## config.mk

```make
export PLATFORM = sky130hd
export DESIGN_NAME = seg_scan_ctrl
export DESIGN_NICKNAME = d
export VERILOG_FILES = /design/src/rtl/seg_pkg.sv /design/src/rtl/seg7_hex_decode.sv /design/src/rtl/seg_scan_ctrl.sv
export SDC_FILE = /design/constraint.sdc
export NUM_CORES = 1
export LEC_CHECK = 0
export BUFFER_PORTS_ARGS = -buffer_cell sky130_fd_sc_hd__buf_2
export CORE_ASPECT_RATIO = 0.5
export CORE_UTILIZATION = 43
export CTS_CLUSTER_DIAMETER = 30
export DETAILED_ROUTE_END_ITERATION = 6
export SLEW_MARGIN = 0
export SYNTH_ARGS = -nofsm -noshare
export SYNTH_HDL_FRONTEND = slang
export SYNTH_SLANG_ARGS = --single-unit
```

## constraint.sdc

```tcl
create_clock -name clk_1k -period 3.4 [get_ports clk_1k]
set_input_delay 0.17 -clock clk_1k [delete_from_list [all_inputs] [get_ports clk_1k]]
set_output_delay 0.17 -clock clk_1k [all_outputs]
set_load 0.02 [all_outputs]
```

## src/rtl/seg_pkg.sv

```systemverilog
// Shared definitions for the multiplexed seven-segment scan controller:
// FSM state encoding, segment bit positions and the hex glyph table.
package seg_pkg;

    // Scan controller FSM states.
    typedef enum logic {
        ST_IDLE = 1'b0,
        ST_SCAN = 1'b1
    } scan_state_t;

    // Bit positions inside the 8-bit segment bus.
    localparam int SEG_A  = 0;
    localparam int SEG_B  = 1;
    localparam int SEG_C  = 2;
    localparam int SEG_D  = 3;
    localparam int SEG_E  = 4;
    localparam int SEG_F  = 5;
    localparam int SEG_G  = 6;
    localparam int SEG_DP = 7;

    // Active-high glyphs (g..a), entry 15 first so that GLYPH_TABLE[n] is nibble n.
    // 0 1 2 3 4 5 6 7 8 9 A b C d E F
    localparam logic [15:0][6:0] GLYPH_TABLE = {
        7'h71, 7'h79, 7'h5E, 7'h39, 7'h7C, 7'h77, 7'h6F, 7'h7F,
        7'h07, 7'h7D, 7'h6D, 7'h66, 7'h4F, 7'h5B, 7'h06, 7'h3F
    };

    // Look up the active-high glyph for one hex nibble.
    function automatic logic [6:0] hex_glyph(input logic [3:0] nib);
        return GLYPH_TABLE[nib];
    endfunction

endpackage

```

## src/rtl/seg7_hex_decode.sv

```systemverilog
// Combinational hex nibble to seven-segment decoder (active-high, dp in bit 7).
module seg7_hex_decode
    import seg_pkg::*;
(
    input  logic [3:0] nibble,
    input  logic       dp,
    output logic [7:0] seg
);

    // Table lookup for the glyph, decimal point passed straight through.
    always_comb begin
        seg              = '0;
        seg[SEG_G:SEG_A] = hex_glyph(nibble);
        seg[SEG_DP]      = dp;
    end

endmodule

```

## src/rtl/seg_scan_ctrl.sv

```systemverilog
// Multiplexed seven-segment display scanner. Digits are scanned from the
// most significant down to digit 0, each slot lasting 2^BRIGHT_W cycles,
// with a duty-cycle brightness control, leading-zero suppression and a
// pending/shadow register pair so that new data only lands on a frame edge.
module seg_scan_ctrl
    import seg_pkg::*;
#(
    parameter int N_DIGITS       = 6,
    parameter int BRIGHT_W       = 3,
    parameter int SEG_ACTIVE_LOW = 1,
    parameter int SEL_ACTIVE_LOW = 1
) (
    input  logic                  clk_1k,
    input  logic                  rst_n,
    input  logic                  en,
    input  logic                  load,
    input  logic [4*N_DIGITS-1:0] data_in,
    input  logic [N_DIGITS-1:0]   dp_in,
    input  logic                  lz_en,
    input  logic [BRIGHT_W-1:0]   bright,
    output logic [7:0]            seg,
    output logic [N_DIGITS-1:0]   sel,
    output logic                  frame_done
);

    localparam int DIG_W = (N_DIGITS > 1) ? $clog2(N_DIGITS) : 1;

    localparam logic [DIG_W-1:0]    SLOT_LAST  = DIG_W'(N_DIGITS - 1);
    localparam logic [BRIGHT_W-1:0] DWELL_LAST = '1;

    // XOR masks: applying them to an active-high pattern gives the pin level,
    // and applying them to all-zero gives the "off" level used in reset/idle.
    localparam logic [7:0]          SEG_POL = (SEG_ACTIVE_LOW != 0) ? 8'hFF : 8'h00;
    localparam logic [N_DIGITS-1:0] SEL_POL = (SEL_ACTIVE_LOW != 0) ? '1 : '0;

    // ------------------------------------------------------------------
    // State
    // ------------------------------------------------------------------
    scan_state_t            state_q,      state_d;
    logic [DIG_W-1:0]       slot_q,       slot_d;       // 0 = digit N_DIGITS-1
    logic [BRIGHT_W-1:0]    dwell_q,      dwell_d;
    logic [BRIGHT_W-1:0]    bright_q,     bright_d;     // brightness of current slot

    logic [4*N_DIGITS-1:0]  pend_data_q,  pend_data_d;
    logic [N_DIGITS-1:0]    pend_dp_q,    pend_dp_d;
    logic                   pend_lz_q,    pend_lz_d;
    logic                   pend_valid_q, pend_valid_d;

    logic [4*N_DIGITS-1:0]  shad_data_q,  shad_data_d;
    logic [N_DIGITS-1:0]    shad_dp_q,    shad_dp_d;
    logic                   shad_lz_q,    shad_lz_d;

    logic [7:0]             seg_q,        seg_d;
    logic [N_DIGITS-1:0]    sel_q,        sel_d;
    logic                   frame_done_q, frame_done_d;

    // ------------------------------------------------------------------
    // Datapath helpers
    // ------------------------------------------------------------------
    logic [DIG_W-1:0]    digit_idx;
    logic [N_DIGITS-1:0] nib_nonzero;
    logic [DIG_W-1:0]    top_idx;
    logic [3:0]          cur_nibble;
    logic                cur_dp;
    logic [7:0]          dec_seg;
    logic [7:0]          lit_seg;
    logic [N_DIGITS-1:0] sel_hot;
    logic                scanning;
    logic                slot_end;
    logic                frame_end;
    logic                digit_on;
    logic                blank_digit;

    // Slot counter runs upward from zero; the displayed digit counts down.
    assign digit_idx  = SLOT_LAST - slot_q;
    assign cur_nibble = shad_data_q[4*int'(digit_idx) +: 4];
    assign cur_dp     = shad_dp_q[digit_idx];
    assign sel_hot    = N_DIGITS'(1) << digit_idx;

    assign scanning  = (state_q == ST_SCAN) && en;
    assign slot_end  = (dwell_q == DWELL_LAST);
    assign frame_end = scanning && slot_end && (slot_q == SLOT_LAST);
    assign digit_on  = scanning && (dwell_q <= bright_q);

    genvar gi;
    generate
        for (gi = 0; gi < N_DIGITS; gi++) begin : g_nz
            assign nib_nonzero[gi] = |shad_data_q[4*gi +: 4];
        end
    endgenerate

    // Highest digit holding a non-zero nibble (0 when all are zero, so digit 0 always shows).
    always_comb begin
        top_idx = '0;
        for (int i = 0; i < N_DIGITS; i++) begin
            if (nib_nonzero[i]) begin
                top_idx = DIG_W'(i);
            end
        end
    end

    seg7_hex_decode u_decode (
        .nibble (cur_nibble),
        .dp     (cur_dp),
        .seg    (dec_seg)
    );

    // Leading-zero blanking removes the glyph but keeps the decimal point.
    assign blank_digit = shad_lz_q && (digit_idx > top_idx);
    assign lit_seg     = blank_digit ? {dec_seg[SEG_DP], 7'b0} : dec_seg;

    // Next-state logic for the FSM, counters, load registers and outputs.
    always_comb begin
        state_d      = state_q;
        slot_d       = slot_q;
        dwell_d      = dwell_q;
        bright_d     = bright_q;
        pend_data_d  = pend_data_q;
        pend_dp_d    = pend_dp_q;
        pend_lz_d    = pend_lz_q;
        pend_valid_d = pend_valid_q;
        shad_data_d  = shad_data_q;
        shad_dp_d    = shad_dp_q;
        shad_lz_d    = shad_lz_q;

        case (state_q)
            ST_IDLE: begin
                slot_d   = '0;
                dwell_d  = '0;
                bright_d = bright;          // first slot uses the value seen on entry
                if (en) begin
                    state_d = ST_SCAN;
                end
            end
            ST_SCAN: begin
                if (!en) begin
                    state_d = ST_IDLE;
                    slot_d  = '0;
                    dwell_d = '0;
                end else begin
                    dwell_d = dwell_q + BRIGHT_W'(1);
                    if (slot_end) begin
                        bright_d = bright;  // resample at the start of each slot
                        slot_d   = (slot_q == SLOT_LAST) ? '0 : slot_q + DIG_W'(1);
                    end
                end
            end
            default: begin
                state_d = ST_IDLE;
                slot_d  = '0;
                dwell_d = '0;
            end
        endcase

        if (load) begin
            pend_data_d  = data_in;
            pend_dp_d    = dp_in;
            pend_lz_d    = lz_en;
            pend_valid_d = 1'b1;
        end

        // Shadow updates only when the display is dark or a frame just ended,
        // so a frame is never drawn with a mix of old and new data. A load on
        // the same edge goes straight through, since pend_*_d already holds it.
        if ((state_q == ST_IDLE) || frame_end) begin
            if (pend_valid_d) begin
                shad_data_d = pend_data_d;
                shad_dp_d   = pend_dp_d;
                shad_lz_d   = pend_lz_d;
            end
            pend_valid_d = 1'b0;
        end

        seg_d        = (digit_on ? lit_seg : 8'h00) ^ SEG_POL;
        sel_d        = (digit_on ? sel_hot : '0)    ^ SEL_POL;
        frame_done_d = frame_end;
    end

    // Single register stage for FSM, counters, data registers and outputs.
    always_ff @(posedge clk_1k or negedge rst_n) begin
        if (!rst_n) begin
            state_q      <= ST_IDLE;
            slot_q       <= '0;
            dwell_q      <= '0;
            bright_q     <= '0;
            pend_data_q  <= '0;
            pend_dp_q    <= '0;
            pend_lz_q    <= 1'b0;
            pend_valid_q <= 1'b0;
            shad_data_q  <= '0;
            shad_dp_q    <= '0;
            shad_lz_q    <= 1'b0;
            seg_q        <= SEG_POL;
            sel_q        <= SEL_POL;
            frame_done_q <= 1'b0;
        end else begin
            state_q      <= state_d;
            slot_q       <= slot_d;
            dwell_q      <= dwell_d;
            bright_q     <= bright_d;
            pend_data_q  <= pend_data_d;
            pend_dp_q    <= pend_dp_d;
            pend_lz_q    <= pend_lz_d;
            pend_valid_q <= pend_valid_d;
            shad_data_q  <= shad_data_d;
            shad_dp_q    <= shad_dp_d;
            shad_lz_q    <= shad_lz_d;
            seg_q        <= seg_d;
            sel_q        <= sel_d;
            frame_done_q <= frame_done_d;
        end
    end

    assign seg        = seg_q;
    assign sel        = sel_q;
    assign frame_done = frame_done_q;

endmodule

```

# Yosys cells after proc, flatten, opt, wreduce, memory -nomap -nowiden
# Memories as Yosys holds them, arrays and structs flattened.
# Index checks and enable logic that the tools add are counted.
# word_totals
regBits	88
romBits	112
out_inout_bits	15
memories	1
# op_classes
n_addsub	3
n_lt_le_gt_ge	4
eq_ne	5
shifts	2
mux	26
n_bitwise	3
n_reduce_logical	13
# mem_list
memory	words	word_bits	rd	rd_ports_with_merged_regs	wr	line	rtl
(name not given)	16	7	1	0	0	seg_pkg.sv:30	return GLYPH_TABLE[nib];
# ops
op	n
$mux 24	1
$mux 3	8
$shiftx 24x6->4	1
$reduce_or 4->1	5
$pmux 3 s2	3
$mux 7	2
$mux 6	2
$mux 8	1
$not 8->8	1
$add 3x1->3 const B	2
$eq 3x3->1 const B	2
$mux 1	6
$not 6->6	1
$shl 1x3->6 const A	1
$logic_and 1x1->1	5
$lt 4x5->1 const B	1
$lt 3x4->1 const B	1
$mux 2	2
$reduce_and 2->1	2
$bmux 1 s3	1
$gt 3x3->1	1
$le 3x3->1	1
$ne 3x2->1 const B	1
$sub 3x3->3 const A	1
4 further kinds	4

# Depth between registers and ports, before layout
# Gate-level depths: netlist of run 1.
# depth
depth_word	11
mapped_depth	14
depth_no_buf	11

# Hierarchy
# A second synthesis of run 1 with hierarchy kept.
# unflattened
hier_cells	294
area_unflattened_um2	4210.3
# by_module_without_submodules
mod	instances	cells_per_inst	area_per_inst_um2	seq_area_each_um2
seg_scan_ctrl	1	260	3915.0	2219.6
seg7_hex_decode	1	34	295.3	0.0

# Worst setup path before layout of run 1
# Ideal clock, no wire load.
# synth_timing
path_kind	register -> register
from	reg slot_q[1]
to	reg seg_q[3], in the netlist seg[3]
arrival_ns	3.040
t_required_ns	3.342
setup_slack_ns	0.302
path_stages_with_launch	15
cell_sequence	dfrtp_1 > clkbuf_1 > inv_1 > ha_1 > clkbuf_1 > nor2b_1 > buf_2 > a22o_1 > inv_1 > ha_1 > and2_1 > a221oi_1 > o211ai_1 > o22ai_1 > a21bo_2
# synth_via
elab_chain_cells	7
# synth_lines
item	line	rtl
start: declaration	seg_scan_ctrl.sv:40	logic [DIG_W-1:0] slot_q, slot_d;
start signal: assignment	seg_scan_ctrl.sv:198	slot_q <= slot_d;
$sub 3x3->3 *	seg_scan_ctrl.sv:75	assign digit_idx = SLOT_LAST - slot_q;
$shiftx 24x6->4	seg_scan_ctrl.sv:76	assign cur_nibble = shad_data_q[4*int'(digit_idx) +: 4];
$mem_v2 16x7	-	
$mux 7 (not written as such)	seg_pkg.sv:30	
$mux 7 *	seg_scan_ctrl.sv:110	assign lit_seg = blank_digit ? {dec_seg[SEG_DP], 7'b0} : dec_seg;
$mux 8 *	seg_scan_ctrl.sv:174	seg_d = (digit_on ? lit_seg : 8'h00) ^ SEG_POL;
$not 8->8 (no line) *	-	
net seg_d[3]	seg_scan_ctrl.sv:53	logic [7:0] seg_q, seg_d;
end signal: assignment	seg_scan_ctrl.sv:208	seg_q <= seg_d;
end: declaration	seg_scan_ctrl.sv:53	
# Mark *: on every way through the listed nets, which the timed path passes. The rest lies on a longest branch. The select of a mux whose other input is x is not followed.
# A chain may end at the register's enable or synchronous reset.

# Worst setup path in the final report of run 1
# Ends and elaborated chain as after synthesis.

==> results.sh, run 1 <==
export IMPL_die_area_um2=9810
export IMPL_fin_cells=474
export IMPL_core_area_um2=8920
export IMPL_tightestPinTransition_ns=1.07
export IMPL_p_seq_share_pct=46.6
export IMPL_power_mw=2.70
export IMPL_nFillCells=754
export IMPL_timing_hold_ws_ns=0.0287
export IMPL_p_sw_share_pct=24.5
export IMPL_max_clock_path_buffers=2
export IMPL_rsz0062_at_grt="false"
export IMPL_maxCapViolations=0
export IMPL_yosysSeqAreaShare_pct=55.0
export IMPL_start_kind="flip-flop"
export IMPL_cts_tree="built"
export IMPL_r2r_start="slot_q[1]$_DFFE_PN0P_"
export IMPL_p_per_area_nw_per_um2=570
export IMPL_drt_first_pass_iters=6
export IMPL_async_flop_share_pct=100
export IMPL_synth_edff_count=0
export IMPL_arrival_ns=3.20
export IMPL_pin_count=53
export IMPL_final_setup_tns_ns=0
export IMPL_area_growth_pct=17.2
export IMPL_finalClockSkew_ns=0.00663
export IMPL_fin_util_pct=53.1
export IMPL_hold_path_class="input port to async pin"
export IMPL_root_buffer="clkbuf_16"
export IMPL_drive_above_1_share_pct=46.5
export IMPL_yosysUniqueCellTypes=42
export IMPL_clk_latency_ns=0.33
export IMPL_grt_ovfl_total=0
export IMPL_relSlewSlack_pct=28.7
export IMPL_syn_inst=295
export IMPL_outcome="finished, final reports clean"
export IMPL_cts_sinks=88
export IMPL_finalCritPeriodShare_pct=85.8
export IMPL_end_kind="flip-flop"
export IMPL_antenna_found_initial=0
export IMPL_dp_cells=457
export IMPL_crit_start="slot_q[1]$_DFFE_PN0P_"
export IMPL_hold_viol=0
export IMPL_setup_ws_ns=0.484
export IMPL_period_minus_slack_ns=2.92
export IMPL_num_antenna_cells=0
export IMPL_worst_endpoint_required_ns=3.68
export IMPL_grt_pass1_vias=2768
export IMPL_crit_fanout=9
export IMPL_synth_warnings=0
export IMPL_ys_flop_type="dfrtp_1"
export IMPL_grt_max_degree=89
export IMPL_io_buffers=52
export IMPL_p_sw_uw=661
export IMPL_routed_wirelength_um=7690
export IMPL_initial_utilization_pct=45.3
export IMPL_drtIter0Drc=114
export IMPL_synth_area_per_cell_um2=13.7
export IMPL_h_tree_depth=3
export IMPL_final_antenna_net_count=0
export IMPL_ir_drop_v=0.000348
export IMPL_p_leak_nw=2.05
export IMPL_p_clk_share_pct=37.3
export IMPL_design_area_um2=4730
export IMPL_dieWidth_um=139
export IMPL_place_hpwl_um=5490
export IMPL_cts_resized=0
export IMPL_final_common_cell="dfrtp_1"
export IMPL_post_cts_buffers=0
export IMPL_rows=24
export IMPL_cts_buffers_inserted=9
export IMPL_worstSetupPathType="flip-flop to flip-flop"
export IMPL_cts_clk_slew_worst_paths_ns=0.06
export IMPL_gr_usage_all_layers_pct=18.4
export IMPL_fp_dieH_um=70.5
export IMPL_power_frac_comb_pct=16.1
export IMPL_wire_per_inst_um=16.2
export IMPL_ys_ff_latch=88
export IMPL_nNetsFinal=408
export IMPL_place_ws_ns=0.529
export IMPL_gp_congestion=0.835
export IMPL_synth_nets=351
export IMPL_via_per_inst=5.28
export IMPL_final_cell_mix="dfrtp_1, mux2_2, buf_2, ha_1, nand2_1"
export IMPL_drcViolationCount=0
export IMPL_setup_viol=0
export IMPL_fmax_ghz=0.343
export IMPL_num_vias=2505
export IMPL_final_max_slew_violation_count=0
export IMPL_synth_area_um2=4040
export IMPL_grt_pass1_wl_um=13800
export IMPL_dpl_cell_area_um2=4410
export IMPL_internal_power_mw=2.04
-- metal layers --
layer,vias up,track usage [%],wire [um]
li1,1181,-,-
met1,1255,25.1,3790
met2,57,28.5,3410
met3,12,5.49,373
met4,0,5.56,119
met5,-,0,0
-- cell usage after synthesis (2+ instances only) --
cell / n / area (um2)
and2_1: 2 / 12.5
nor2b_1: 4 / 25.0
a32oi_1: 2 / 17.5
o221ai_1: 3 / 26.3
mux4_1: 2 / 52.6
dfstp_2: 14 / 368
inv_1: 11 / 41.3
o21ai_0: 5 / 25.0
mux4_2: 3 / 67.6
mux2_2: 71 / 800
nor2_1: 12 / 45.0
a22oi_2: 2 / 25.0
ha_1: 18 / 225
or4_1: 4 / 30.0
mux2i_1: 3 / 30.0
a221oi_1: 2 / 17.5
nand2_1: 16 / 60.1
buf_6: 2 / 22.5
dfrtp_1: 74 / 1850
a22o_1: 3 / 26.3
and3_1: 2 / 12.5
clkbuf_1: 6 / 22.5
nand3_1: 6 / 30.0
buf_4: 4 / 30.0
nor3_1: 4 / 20.0
a21oi_1: 4 / 20.0
-- cell families (layout without fill, tap and decap cells) --
kind of cell / count (synthesis) / count (layout) / share of synthesized area, %
simple gates: 55 / 55 / 6.91
flops: 88 / 88 / 55.0
xor+xnor: 1 / 1 / 0.217
fa+ha+maj: 18 / 18 / 5.58
mux: 79 / 79 / 23.5
compound gates: 30 / 30 / 5.80
buf+inv: 24 / 86 / 3.01
-- layout make-up --
type,instances,area [um2],share of cell area (%)
clock buffer,14,274,5.79
clock inverter,2,37.5,0.793
inverter,11,41.3,0.872
multi-input combinational,183,1700,35.8
sequential,88,2220,46.9
tap,117,146,3.09
timing repair buffer,59,318,6.71
-- timing repair --
item / CTS / global route
hold buffers: 1 / 0
hold endpoints to repair: 1 / 0
setup endpoints to repair: 0 / 0
-- worst paths after layout --
path,to,slack (ns),cells past startpoint
setup / recovery,seg[3]$_DFF_PN1_,0.48,12
hold / removal,pend_data_q[9]$_DFF_PN0_,0.03,1
setup reg to reg,seg[3]$_DFF_PN1_,0.48,12
hold reg to reg,dwell_q[0]$_DFF_PN0_,0.48,1
max in group asynchronous,pend_dp_q[3]$_DFF_PN0_,2.68,1
min in group clk_1k,bright_q[2]$_DFFE_PN0P_,0.07,2
-- power groups by stage --
stage,Sequential [mW],Combinational [mW],Clock [mW]
2_1_floorplan,1.26,0.310,0
3_3_place_gp,1.27,0.419,0
3_5_place_dp,1.28,0.435,0
4_1_cts,1.26,0.438,1.04
5_1_grt,1.28,0.485,1.10
6_report,1.26,0.435,1.01
-- sequential cells by signal, summed over array words and instances, names as in the netlist --
signal / count
pend_data_q: 24
shad_data_q: 24
seg: 8
pend_dp_q: 6
sel: 6
shad_dp_q: 6
bright_q: 3
dwell_q: 3
slot_q: 3
frame_done: 1
pend_lz_q: 1
pend_valid_q: 1
shad_lz_q: 1
state_q: 1
-- critical path: stages, from the launching register on --
cell and delay, ns:
dfrtp_1 0.34, inv_1 0.10, ha_1 0.49, nor2b_1 0.19, buf_4 0.17, a22o_1 0.24
inv_1 0.11, ha_1 0.34, and2_1 0.17, a221oi_1 0.28, o211ai_1 0.13, o22ai_1 0.15
a21bo_2 0.14
(Power assumes the default switching activity.)
==> run 2: changes to the inputs <==
Settings changed: SLEW_MARGIN 0 to unset.
Clock period 3.4 ns to 2.9 ns, I/O delays scaled along.
==> results.sh, run 2 (same netlist as run 1, synthesis figures left out) <==
export IMPL_seq_area_um2=2220
export IMPL_routed_wirelength_um=7600
export IMPL_place_hpwl_um=5430
export IMPL_gr_usage_all_layers_pct=17.5
export IMPL_met3_usage_pct=5.83
export IMPL_antenna_found_initial=0
export IMPL_cts_sinks=88
export IMPL_crit_fanout=5
export IMPL_start_kind="flip-flop"
export IMPL_nNetsFinal=409
export IMPL_worstSetupPathType="flip-flop to flip-flop"
export IMPL_r2r_end="seg[3]$_DFF_PN1_"
export IMPL_num_vias=2492
export IMPL_core_area_um2=8920
export IMPL_top_usage_layer="met2"
export IMPL_pin_count=53
export IMPL_drcViolationCount=2
export IMPL_relSlewSlack_pct=28.7
export IMPL_grt_max_degree=89
export IMPL_drtIter0Drc=118
export IMPL_final_max_slew_violation_count=0
export IMPL_dieWidth_um=139
export IMPL_grt_ovfl_total=0
export IMPL_fp_dieH_um=70.5
export IMPL_rrSetupSlack_ns=0.24
export IMPL_final_cell_mix="dfrtp_1, mux2_2, buf_2, ha_1, nand2_1"
export IMPL_finalCritPeriodShare_pct=91.7
export IMPL_multi_input_area_um2=1700
export IMPL_cts_buffers_inserted=9
export IMPL_design_area_um2=4720
export IMPL_rsz0062_at_grt="false"
export IMPL_area_growth_pct=17.0
export IMPL_crit_slowest_cell="ha_2"
export IMPL_p_leak_nw=2.05
export IMPL_r2r_start="slot_q[1]$_DFFE_PN0P_"
export IMPL_max_clock_path_buffers=2
export IMPL_h_tree_depth=3
export IMPL_root_buffer="clkbuf_16"
export IMPL_cp_common_cell="inv_1"
export IMPL_wire_per_inst_um=16.0
export IMPL_io_buffers=52
export IMPL_met1_usage_pct=22.7
export IMPL_ff2ff_path_depth=11
export IMPL_outcome="finished with violations"
export IMPL_cts_tree="built"
export IMPL_post_cts_buffers=0
export IMPL_cts_clk_slew_worst_paths_ns=0.06
export IMPL_initial_utilization_pct=45.3
export IMPL_drive_above_1_share_pct=48.0
export IMPL_arrival_ns=2.94
export IMPL_ir_drop_v=0.000306
export IMPL_violations="DRC"
export IMPL_worst_path_stages=11
export IMPL_die_area_um2=9810
export IMPL_met2_usage_pct=27.7
export IMPL_grt_pass1_vias=2608
export IMPL_final_setup_tns_ns=0
export IMPL_power_mw=3.08
export IMPL_end_kind="flip-flop"
export IMPL_hold_viol=0
export IMPL_period_minus_slack_ns=2.66
export IMPL_clk_latency_ns=0.34
export IMPL_maxCapViolations=0
export IMPL_nFillCells=764
export IMPL_grt_pass1_wl_um=13000
export IMPL_path_buf_inv=2
export IMPL_p_per_area_nw_per_um2=651
export IMPL_worstPathCellList="inv_1, ha_2, nor2b_2, a22o_1, inv_1, ha_1, and2_1, a221oi_1, o211ai_1, o22ai_1, a21bo_2"
export IMPL_final_antenna_net_count=0
export IMPL_worst_endpoint_required_ns=3.18
export IMPL_fmax_ghz=0.376
export IMPL_num_antenna_cells=0
export IMPL_gp_congestion=0.809
export IMPL_crit_family="compound AO/OA/AOI/OAI gates"
export IMPL_hold_path_class="input port to async pin"
export IMPL_finalClockSkew_ns=0.00463
export IMPL_tightestPinTransition_ns=1.07
export IMPL_critPathMaxStageDelay_ns=0.39
export IMPL_drt_first_pass_iters=6
export IMPL_rows=24
export IMPL_dpl_cell_area_um2=4420
export IMPL_setup_viol=0
export IMPL_via_per_inst=5.25
export IMPL_final_common_cell="dfrtp_1"
run 2: changes by cell type in the layout (fill, tap and decap cells not counted), sizes merged:
cell / delta
bufinv: -1
clkinv: +1
buf: +1
run 2: metrics by stage:
stage / util (%) / std cells / worst slack (ns) / hold slack (ns)
after global routing: 53.0 / 475 / 0.0157 / 0.0251
after floorplan: - / 295 / 0.00832 / -0.151
after global placement: 49.6 / 458 / 0.258 / 0.304
after detailed placement: 49.6 / 458 / 0.200 / 0.310
final: 53.0 / 475 / 0.241 / 0.00210
after CTS: 52.9 / 475 / 0.166 / 0.0236
run 2: final cells by class:
class,count,share of cell area (%)
flip-flops and latches,88,47.0
repair buffers,60,6.89
clock inverters,2,0.265
clock buffers,14,5.80
well taps,117,3.10
multi-input cells,183,36.1
inverters,11,0.874
run 2: worst max-delay path by stage:
| stage | from | slack (ns) | to |
|---|---|---|---|
| finish | slot_q[1]$_DFFE_PN0P_ | 0.24 | seg[3]$_DFF_PN1_ |
| global route | slot_q[1]$_DFFE_PN0P_ | 0.02 | seg[3]$_DFF_PN1_ |
| CTS | slot_q[1]$_DFFE_PN0P_ | 0.17 | seg[3]$_DFF_PN1_ |
| detailed placement | slot_q[1]$_DFFE_PN0P_ | 0.20 | seg[3]$_DFF_PN1_ |
| global placement | shad_data_q[21]$_DFFE_PN0P_ | 0.26 | seg[3]$_DFF_PN1_ |
| floorplan | slot_q[1]$_DFFE_PN0P_ | 0.008 | seg[3]$_DFF_PN1_ |
run 2: power breakdown:
part / leakage, nW / switching (mW) / total (mW) / internal, mW
Sequential: 1.03 / 0.0883 / 1.48 / 1.39
Combinational: 0.879 / 0.249 / 0.510 / 0.261
Clock: 0.139 / 0.438 / 1.09 / 0.649
run 2: repair_timing:
action	4_1_cts	5_1_grt
hold endpoints to repair	1	0
resized for setup	0	5
setup endpoints to repair	0	1
hold buffers	1	0
run 2: metal layers:
layer	vias to the layer above	wire, um
li1	1188	-
met1	1236	3720
met2	55	3420
met3	13	344
met4	0	117
met5	-	0
==> run 3: changes to the inputs <==
Settings changed: CORE_MARGIN set to 3, CTS_BUF_LIST set to sky130_fd_sc_hd__clkbuf_8 sky130_fd_sc_hd__clkbuf_16, REMOVE_ABC_BUFFERS set to 1.
==> results.sh, run 3 (same netlist as run 1, synthesis figures left out) <==
export IMPL_p_leak_nw=2.07
export IMPL_cp_common_cell="inv_1"
export IMPL_finalCritPeriodShare_pct=94.1
export IMPL_fmax_ghz=0.367
export IMPL_drt_first_pass_iters=4
export IMPL_routed_wirelength_um=7630
export IMPL_start_kind="flip-flop"
export IMPL_core_area_um2=8920
export IMPL_period_minus_slack_ns=2.73
export IMPL_h_tree_depth=3
export IMPL_relSlewSlack_pct=27.9
export IMPL_final_antenna_net_count=0
export IMPL_grt_pass1_vias=2489
export IMPL_final_cell_mix="dfrtp_1, mux2_2, buf_2, ha_1, nand2_1"
export IMPL_wire_per_inst_um=16.0
export IMPL_hold_path_class="input port to async pin"
export IMPL_hold_viol=7
export IMPL_end_kind="flip-flop"
export IMPL_cts_sinks=88
export IMPL_crit_slowest_cell="ha_2"
export IMPL_place_ws_ns=0.158
export IMPL_nNetsFinal=411
export IMPL_dp_cells=459
export IMPL_arrival_ns=3.02
export IMPL_crit_start="slot_q[1]$_DFFE_PN0P_"
export IMPL_design_area_um2=4770
export IMPL_cts_tree="built"
export IMPL_setup_ws_ns=0.172
export IMPL_ir_drop_v=0.000335
export IMPL_crit_fanout=5
export IMPL_antenna_found_initial=0
export IMPL_final_max_slew_violation_count=0
export IMPL_root_buffer="clkbuf_16"
export IMPL_worstSetupPathType="flip-flop to flip-flop"
export IMPL_die_area_um2=10700
export IMPL_finalClockSkew_ns=0.00667
export IMPL_grt_pass1_wl_um=12500
export IMPL_drtIter0Drc=131
export IMPL_power_mw=3.22
export IMPL_gp_congestion=0.837
export IMPL_outcome="finished with violations"
export IMPL_setup_viol=0
export IMPL_initial_utilization_pct=45.3
export IMPL_dpl_cell_area_um2=4430
export IMPL_drive_above_1_share_pct=47.8
export IMPL_via_per_inst=5.23
export IMPL_violations="hold timing"
export IMPL_clk_latency_ns=0.34
export IMPL_dieWidth_um=143
export IMPL_io_buffers=52
export IMPL_cts_clk_slew_worst_paths_ns=0.06
export IMPL_maxCapViolations=0
export IMPL_place_hpwl_um=5480
export IMPL_num_antenna_cells=0
export IMPL_num_vias=2496
export IMPL_fin_cells=477
export IMPL_tightestPinTransition_ns=1.08
export IMPL_fp_dieH_um=74.5
export IMPL_worst_endpoint_required_ns=3.19
export IMPL_pin_count=53
export IMPL_critPathMaxStageDelay_ns=0.41
export IMPL_gr_usage_all_layers_pct=15.5
export IMPL_timing_hold_ws_ns=-0.0158
export IMPL_rsz0062_at_grt="false"
export IMPL_rows=24
export IMPL_drcViolationCount=0
export IMPL_p_per_area_nw_per_um2=675
export IMPL_max_clock_path_buffers=2
export IMPL_area_growth_pct=18.1
export IMPL_r2r_start="slot_q[1]$_DFFE_PN0P_"
export IMPL_worstPathCellList="inv_1, ha_2, nor2b_1, a22o_1, inv_1, ha_1, and2_1, a221oi_1, o211ai_1, o22ai_1, a21bo_2"
export IMPL_grt_ovfl_total=0
export IMPL_cts_buffers_inserted=9
export IMPL_final_common_cell="dfrtp_1"
export IMPL_grt_max_degree=89
## run 3: final timing paths
path	slack (ns)	cells past startpoint	end
worst max register to register	0.17	11	seg[3]$_DFF_PN1_
worst max-delay path	0.17	11	seg[3]$_DFF_PN1_
worst min register to register	0.46	1	dwell_q[0]$_DFF_PN0_
worst min-delay path	-0.02	1	bright_q[2]$_DFFE_PN0P_
min in group clk_1k	0.04	2	bright_q[2]$_DFFE_PN0P_
max in group asynchronous	2.20	1	slot_q[1]$_DFFE_PN0P_
## run 3: layout make-up
type | count | area [um2]
flip-flops and latches | 88 | 2220
well taps | 117 | 146
clock inverters | 7 | 95.1
multi-input cells | 183 | 1700
inverters | 11 | 41.3
clock buffers | 9 | 225
fillers | 784 | 4150
repair buffers | 62 | 340
## run 3: repair_timing
action / 4_1_cts / 5_1_grt
endpoints found under the hold margin: 1 / 0
gates resized for setup: 0 / 1
buffers inserted: 0 / 1
hold buffers: 1 / 0
setup endpoints to repair: 0 / 1
## run 3: routing by layer
metal  global-route usage, %  vias up  wire length, um
met5                       0        -                0
met4                    5.37        0              105
met3                    5.07       10              293
met2                    22.2       36             3200
met1                    22.2     1263             4030
li1                        -     1187                -
## run 3: where the power goes
group | switching (mW) | total, mW | internal, mW
clock | 0.478 | 1.23 | 0.755
combinational | 0.249 | 0.513 | 0.263
sequential | 0.0839 | 1.47 | 1.39
## run 3: critical path: cells and delay by family, from the launching register on
| kind | cells | cell delay [ns] |
|---|---|---|
| compound gates | 5 | 0.98 |
| fa+ha+maj | 2 | 0.75 |
| simple gates | 2 | 0.41 |
| flops | 1 | 0.34 |
| buf+inv | 2 | 0.21 |
## run 3: per-stage QoR
step                setup TNS [ns]  utilization, %
finish                           0            53.5
global placement                 0            49.6
CTS                              0            53.3
detailed placement               0            49.6
global route                     0            53.5
floorplan                   -0.115               -
